[src/rtl/display_pkg.sv]
// Shared seven-segment types and glyph table for the scanned BCD display.
// Segment vectors are active-low, ordered {g,f,e,d,c,b,a}.
package display_pkg;

    typedef logic [6:0] seg_t;

    localparam seg_t SEG_OFF  = 7'h7F;
    localparam seg_t SEG_DASH = 7'b0111111;

    // Codes 10..15 are not BCD and render as a dash.
    localparam seg_t GLYPH [0:15] = '{
        7'b1000000, 7'b1111001, 7'b0100100, 7'b0110000,
        7'b0011001, 7'b0010010, 7'b0000010, 7'b1111000,
        7'b0000000, 7'b0010000, SEG_DASH,   SEG_DASH,
        SEG_DASH,   SEG_DASH,   SEG_DASH,   SEG_DASH
    };

endpackage

[src/rtl/bcd_to_seg.sv]
// Combinational nibble to active-low seven-segment decoder.
module bcd_to_seg
    import display_pkg::*;
(
    input  logic [3:0] nibble_i,
    output logic [6:0] seg_o
);

    assign seg_o = GLYPH[nibble_i];

endmodule

[src/rtl/bcd_scan_display.sv]
// Time-multiplexed packed-BCD display driver with frame-aligned value capture.
// Optional macro SCAN_BLINK_EN adds blink_in and a frame counter that blanks anodes.
module bcd_scan_display
    import display_pkg::*;
#(
    parameter int NUM_DIGITS   = 8,
    parameter int DIGIT_CYCLES = 65_000,
    parameter int BLANK_CYCLES = 650
) (
    input  logic                    clk_in,
    input  logic                    rst_n_in,
    input  logic [4*NUM_DIGITS-1:0] val_in,
    input  logic                    val_valid_in,
    input  logic                    blank_zeros_in,
`ifdef SCAN_BLINK_EN
    input  logic                    blink_in,
`endif
    output logic [6:0]              cat_out,
    output logic [NUM_DIGITS-1:0]   an_out,
    output logic                    frame_out
);

    localparam int CNT_W = (DIGIT_CYCLES > 1) ? $clog2(DIGIT_CYCLES) : 1;
    localparam int IDX_W = (NUM_DIGITS > 1) ? $clog2(NUM_DIGITS) : 1;
    localparam int VAL_W = 4 * NUM_DIGITS;

    logic [CNT_W-1:0]      cnt_q, cnt_d;
    logic [IDX_W-1:0]      idx_q, idx_d;
    logic [VAL_W-1:0]      stage_q, stage_d;
    logic                  stage_bz_q, stage_bz_d;
    logic [VAL_W-1:0]      shadow_q, shadow_d;
    logic [NUM_DIGITS-1:0] mask_q, mask_d;
    logic                  pend_q, pend_d;
    logic [NUM_DIGITS-1:0] an_q, an_d;
    logic [6:0]            cat_q, cat_d;
    logic                  frame_q, frame_d;

    logic                  cnt_last, idx_last, boundary;
    logic                  blink_off;
    logic [6:0]            seg;

    // Digit i is blanked when it and every more-significant nibble are zero; digit 0 stays lit.
    function automatic logic [NUM_DIGITS-1:0] lz_mask(input logic [VAL_W-1:0] v, input logic bz);
        logic [NUM_DIGITS-1:0] m;
        logic                  zero_above;
        m          = '0;
        zero_above = 1'b1;
        for (int i = NUM_DIGITS - 1; i >= 1; i--) begin
            zero_above = zero_above & (v[4*i +: 4] == 4'd0);
            m[i]       = bz & zero_above;
        end
        return m;
    endfunction

    bcd_to_seg u_dec (
        .nibble_i (shadow_q[{idx_q, 2'b00} +: 4]),
        .seg_o    (seg)
    );

    assign cnt_last = (cnt_q == CNT_W'(DIGIT_CYCLES - 1));
    assign idx_last = (idx_q == IDX_W'(NUM_DIGITS - 1));
    assign boundary = cnt_last & idx_last;

`ifdef SCAN_BLINK_EN
    logic [7:0] fcnt_q, fcnt_d;

    always_comb begin
        fcnt_d = '0;
        if (blink_in) begin
            fcnt_d = boundary ? fcnt_q + 8'd1 : fcnt_q;
        end
    end

    always_ff @(posedge clk_in or negedge rst_n_in) begin
        if (!rst_n_in) begin
            fcnt_q <= '0;
        end else begin
            fcnt_q <= fcnt_d;
        end
    end

    assign blink_off = blink_in & fcnt_q[7];
`else
    assign blink_off = 1'b0;
`endif

    always_comb begin
        cnt_d = cnt_last ? '0 : cnt_q + 1'b1;
        idx_d = idx_q;
        if (cnt_last) begin
            idx_d = idx_last ? '0 : idx_q + 1'b1;
        end
        // frame_out is registered, so it is asserted for exactly the cycle that ends in the wrap.
        frame_d = (cnt_d == CNT_W'(DIGIT_CYCLES - 1)) && (idx_d == IDX_W'(NUM_DIGITS - 1));

        stage_d    = stage_q;
        stage_bz_d = stage_bz_q;
        shadow_d   = shadow_q;
        mask_d     = mask_q;
        pend_d     = pend_q;
        if (val_valid_in) begin
            stage_d    = val_in;
            stage_bz_d = blank_zeros_in;
        end
        if (boundary) begin
            if (val_valid_in) begin
                shadow_d = val_in;
                mask_d   = lz_mask(val_in, blank_zeros_in);
            end else if (pend_q) begin
                shadow_d = stage_q;
                mask_d   = lz_mask(stage_q, stage_bz_q);
            end
            pend_d = 1'b0;
        end else if (val_valid_in) begin
            pend_d = 1'b1;
        end

        an_d  = '1;
        cat_d = SEG_OFF;
        if (cnt_q >= CNT_W'(BLANK_CYCLES)) begin
            cat_d = seg;
            if (!mask_q[idx_q] && !blink_off) begin
                an_d[idx_q] = 1'b0;
            end
        end
    end

    always_ff @(posedge clk_in or negedge rst_n_in) begin
        if (!rst_n_in) begin
            cnt_q      <= '0;
            idx_q      <= '0;
            stage_q    <= '0;
            stage_bz_q <= 1'b0;
            shadow_q   <= '0;
            mask_q     <= '0;
            pend_q     <= 1'b0;
            an_q       <= '1;
            cat_q      <= SEG_OFF;
            frame_q    <= 1'b0;
        end else begin
            cnt_q      <= cnt_d;
            idx_q      <= idx_d;
            stage_q    <= stage_d;
            stage_bz_q <= stage_bz_d;
            shadow_q   <= shadow_d;
            mask_q     <= mask_d;
            pend_q     <= pend_d;
            an_q       <= an_d;
            cat_q      <= cat_d;
            frame_q    <= frame_d;
        end
    end

    assign an_out    = an_q;
    assign cat_out   = cat_q;
    assign frame_out = frame_q;

endmodule

[config.mk]
export PLATFORM = sky130hd
export DESIGN_NAME = bcd_scan_display
export DESIGN_NICKNAME = d
export VERILOG_FILES = /design/src/rtl/display_pkg.sv /design/src/rtl/bcd_to_seg.sv /design/src/rtl/bcd_scan_display.sv
export SDC_FILE = /design/constraint.sdc
export NUM_CORES = 1
export LEC_CHECK = 0
export BUFFER_PORTS_ARGS = -buffer_cell sky130_fd_sc_hd__buf_2
export CAP_MARGIN = 20
export CELL_PAD_IN_SITES_DETAIL_PLACEMENT = 0
export CELL_PAD_IN_SITES_GLOBAL_PLACEMENT = 1
export CORE_AREA = 3 3 112 114
export DETAILED_ROUTE_END_ITERATION = 8
export DIE_AREA = 0 0 115 117
export PLACE_DENSITY_LB_ADDON = 0.1
export SLEW_MARGIN = 10
export SYNTH_ARGS = -nofsm -noshare
export SYNTH_HDL_FRONTEND = slang
export SYNTH_SLANG_ARGS = --single-unit
[constraint.sdc]
create_clock -name clk_in -period 2.1 [get_ports clk_in]
set_input_delay 0.63 -clock clk_in [delete_from_list [all_inputs] [get_ports clk_in]]
set_output_delay 0.63 -clock clk_in [all_outputs]
set_load 0.02 [all_outputs]
# After elaboration in Yosys (flattened, before gate mapping)
# Memory sizes are Yosys's and may differ from the RTL's.
# Cells that the tools add are included.
[totals]
out_inout_bits = 16
romBits = 112
reg_bits = 109
latch_bits = 0
n_memories = 1
ram_bits = 0
word_cells = 88
in_bits = 36
[classes]
magnitude_cmp = 4
n_shift = 1
n_eq_ne = 4
div = 0
add_sub_neg = 2
bitwise = 29
reduce_logical = 19
mul = 0
mux = 18
[memory_table]
columns = ["name", "depth", "width", "rd", "rd_clocked_by_memory_dff", "write_ports", "line_no", "rtl"]
rows = [
  ["(name not given)", 16, 7, 1, 0, 0, "bcd_to_seg.sv:9", "assign seg_o = GLYPH[nibble_i];"],
]
[ops]
columns = ["operator", "n"]
rows = [
  ["$mux W32", 2],
  ["$logic_not A4 Y1", 14],
  ["$eq A16 B16 Y1 const B", 2],
  ["$mux W8", 4],
  ["$shiftx A32 B6 Y4", 1],
  ["$and A1 B1 Y1", 27],
  ["$mux W7", 3],
  ["$add A16 B1 Y16 const B", 1],
  ["$ge A16 B10 Y1 const B", 1],
  ["$mux W16", 1],
  ["$not A8 Y8", 1],
  ["$eq A3 B3 Y1 const B", 2],
  ["$mux W3", 2],
  ["$ge A5 B5 Y1 const B", 1],
  ["$not A4 Y5", 1],
  ["$lt A3 B4 Y1 const B", 1],
  ["$mux W1", 4],
  ["$reduce_bool A2 Y1", 2],
  ["$add A3 B1 Y3 const B", 1],
  ["$bmux W1 S3", 1],
  ["$demux W1 S3", 1],
  ["$ge A3 B1 Y1 const B", 1],
  ["$logic_and A1 B1 Y1", 2],
  ["$reduce_and A2 Y1", 1],
]

# Logic depth before layout (Yosys ltp)
[depth]
word_depth = 10
ltp_mapped = 10
mapped_depth_nobuf = 8

# Modules after synthesis
# Synthesis repeated with hierarchy kept, for this count alone.
[unflattened]
hier_cells = 421
hier_area_um2 = 5096.1
[modules_own_cells]
columns = ["module", "n_inst", "cells_each", "seq_area_each_um2", "area_per_inst_um2"]
rows = [
  ["bcd_scan_display", 1, 390, 2721.4, 4865.9],
  ["bcd_to_seg", 1, 31, 0.0, 230.2],
]

# Worst setup path after synthesis
# OpenSTA, ideal clock, no wires.
[synth_path]
kind = "register to register"
from = "register idx_q[0]"
to = "register cat_q[5] (netlist: cat_out[5])"
stages_incl_launch_ff = 10
arrival_time_ns = 2.242
path_buffers = 2
required_ns = 2.003
path_slack_ns = -0.239
setup_ns = 0.097
synth_period_minus_slack_ns = 2.339
cell_sequence = "dfrtp_1 -> buf_6 -> buf_2 -> mux4_2 -> mux2i_1 -> inv_1 -> ha_1 -> or2_2 -> a21oi_1 -> o21ai_0"
[synth_via]
elab_chain_cells = 6
[synth_lines]
columns = ["item", "line_no", "rtl"]
rows = [
  ["start: declaration", "bcd_scan_display.sv:28", "logic [IDX_W-1:0] idx_q, idx_d;"],
  ["start signal: assignment", "bcd_scan_display.sv:142", "idx_q <= idx_d;"],
  ["$shiftx A32 B6 Y4", "bcd_scan_display.sv:56", ".nibble_i (shadow_q[{idx_q, 2'b00} +: 4]),"],
  ["$not A4 Y5 (implied by the code)", "bcd_to_seg.sv:9", ""],
  ["$mem_v2 Z16 W7", "n/a", ""],
  ["$mux W7 (implied by the code) (2 in series)", "bcd_to_seg.sv:9", ""],
  ["$mux W7", "bcd_scan_display.sv:120", "if (cnt_q >= CNT_W'(BLANK_CYCLES)) begin"],
  ["named net cat_d[5]", "bcd_scan_display.sv:35", "logic [6:0] cat_q, cat_d;"],
  ["end signal: assignment", "bcd_scan_display.sv:149", "cat_q <= cat_d;"],
  ["end: declaration", "bcd_scan_display.sv:35", ""],
]
# The timed path passes the listed nets, and every way through them passes these cells. The select of a mux whose other input is x is not followed.
# A chain may end at the register's enable or synchronous reset.

# Worst setup path in the final report
# Same ends and word-level chain as after synthesis.

==> results.toml <==
[timing]
period_share = 0.9594
tightest_slew_ps = 634.0
finalMaxSlewViolations = 0
finalHoldViolCount = 0
max_slew_margin = 0.5734
fin_crit_ps = 2015
rsz0062_at_grt = "true"
fmax_mhz = 496.4
setup_viol = 0
fin_skew_ps = 7.187

[floorplanning]
die_x_um = 115
die_area_um2 = 13460
dieHeight_um = 117
coreArea_um2 = 11520
io_pins = 52
rows = 39
start_util = 0.4297

[synth]
synth_top_area_share = 0.4703
syn_avg_cell_area_um2 = 12.99
synth_nets = 426
synth_top_cell_by_area = "dfrtp_1"
postSynthCellCount = 381
synth.area.top_cells = "dfrtp_1 (47%), mux2_2 (14%), dfstp_2 (8.0%), ha_1 (2.3%), mux4_1 (2.1%)"
ys_seq_area_frac = 0.5499
synth.most_common_cell = "dfrtp_1"
synth_area_um2 = 4948
async_flop_share = 1.000
synth_flop_cell = "dfrtp_1"
synth.distinct_cells = 48
synth-edff-count = 0
ys_top_cells_by_count = "dfrtp_1 (93), mux2_2 (63), nand2_1 (25), nor2_1 (25), dfstp_2 (15)"
ys_seq_elements = 108
ys_warn_count = 0

[setup_path]
arrival_ps = 2260
r2r_setup_slack_ps = 90
critPathRequiredTime_ps = 2350
worstSetupEndpoint = "cat_out[5]"
worstReg2RegStart = "idx_q[0]"
cp-startpoint = "idx_q[0]"
r2r-end = "cat_out[5]"
cp-start-kind = "flip-flop"
end_kind = "flip-flop"
cp_max_fo = 8
reg2reg_depth = 7
path_class = "flip-flop to flip-flop"

[global_routing]
grt_pass1_vias = 3254
grt_pass1_wl_mm = 17.02
grt-ovfl-total = 0
track_usage = 0.1656
grt_start_max_net_pins = 42
antenna_found_initial = 0

[cts]
cts_tree = "done"
cts_sinks = 108
cts-hold-fix-buffers = 0
htreeDepth = 3
cts_buffer_depth = 2
clock_latency_ps = 340
numCtsBuffers = 9
path_clk_slew_ps = 70
cts-root-buf = "clkbuf_16"

[power_and_ir_drop]
power.total_mw = 4.181
p_sw_mw = 0.8633
p_clk_frac = 0.430
power_frac_seq = 0.520
leakage_nw = 2.722
switching_share = 0.2065
p_comb_frac = 0.050
intPower_mw = 3.318
power_density_nw_per_um2 = 700.6
ir_worst_vdd_mv = 0.7121

[placement]
hpwl_mm = 7.734
place_area_um2 = 5553
portBuffers = 51
gp_congestion = 0.7831

[route]
drt-total-wl_mm = 10.35
vias = 3199
first_pass_iters = 4
ant_nets = 0
routed_via_density = 5.262
wire_per_inst_um = 17.03
drc = 0
drt_iter0_drc = 116

[cells_and_area]
nets = 505
drive_gt1_frac = 0.4495
fin_area_um2 = 5968
syn_to_final_growth_pct = 20.61
antenna_cells = 0

[run]
drv_cap = 0

[run_status]
status = "finished, final reports clean"

[hold_path]
min-delay-path-class = "input port to async pin"
[critical path, stage by stage (launching register included)]
cell and delay (ps):
dfrtp_2 480, mux4_2 560, mux2i_4 210, inv_2 60
ha_2 170, or2_4 240, a21oi_2 120, o21ai_1 70
[routing by layer]
metal,track usage,vias up,share of wire
met2,0.2589,50,0.47
met1,0.2243,1599,0.48
li1,-,1540,-
met3,0.05501,10,0.045
met5,0,-,0
met4,0.04225,0,0.012
[per-stage QoR]
step	hold WS (ps)	setup WS, ps	cells	util	setup TNS (ps)
final	83.72	85.29	608	0.5183	0
after CTS	67.11	22.98	604	0.5100	0
after global placement	446.1	-29.31	588	0.4822	-29.31
after global routing	61.70	-26.96	608	0.5183	-56.82
after floorplan	334.4	9.812	381	-	0
after detailed placement	445.5	-68.00	588	0.4822	-96.28
[registers in the layout, indices dropped and copies added (netlist names), 3 cells and up]
name,cells
stage_q,32
cat_out,7
an_out,8
shadow_q,32
mask_q,7
cnt_q,16
idx_q,3
[worst min-delay path by stage]
stage / endpoint / slack [ps] / cells after the start
final: cnt_q[13] / 80 / 1
after floorplan: cnt_q[0] / 330 / 0
after CTS: cnt_q[12] / 70 / 1
after global placement: cnt_q[13] / 450 / 1
after global routing: cnt_q[10] / 60 / 1
after detailed placement: cnt_q[13] / 450 / 1
[power groups by stage]
stage / Sequential, mW / Clock (mW) / Combinational [mW]
floorplan: 2.20 / 0 / 0.0991
global placement: 2.21 / 0 / 0.215
detailed placement: 2.21 / 0 / 0.218
CTS: 2.17 / 1.86 / 0.218
global route: 2.18 / 1.95 / 0.240
finish: 2.17 / 1.80 / 0.210
[layout by cell type (no fill, tap or decap), drive strengths merged, types with 2 or more instances in the layout]
cell type,instances
a2111oi,2
a21oi,5
a22oi,2
buf,84
bufinv,2
clkbuf,13
dfrtp,93
dfstp,15
ha,9
inv,7
mux2,69
mux2i,7
mux4,7
nand2,25
nand2b,5
nand3,8
nand3b,3
nand4,5
nor2,25
nor3,7
nor4,14
o21ai,15
or3,8
or4,6
xnor2,5
xor2,10
[area by class of cell]
class	instances	area, um^2
multi-input combinational	249	2153
clock buffer	12	246.5
tap	143	178.9
sequential	108	2724
fill	1042	5548
timing repair buffer	85	566.8
inverter	7	26.28
clock inverter	4	72.57
[timing repair]
item / 4_1_cts / 5_1_grt
gates resized for setup: 1 / 18
pin swaps: 0 / 1
cloned: 0 / 1
setup endpoints to repair: 5 / 32
setup buffers: 0 / 3
[cells by family after synthesis]
logic type / share of synthesized area
compound gates: 0.03641
mux: 0.2131
fa+ha+maj: 0.02276
flops: 0.5499
simple gates: 0.1262
buf+inv: 0.02503
xor+xnor: 0.02655
Power figures use the tool's default switching activity.
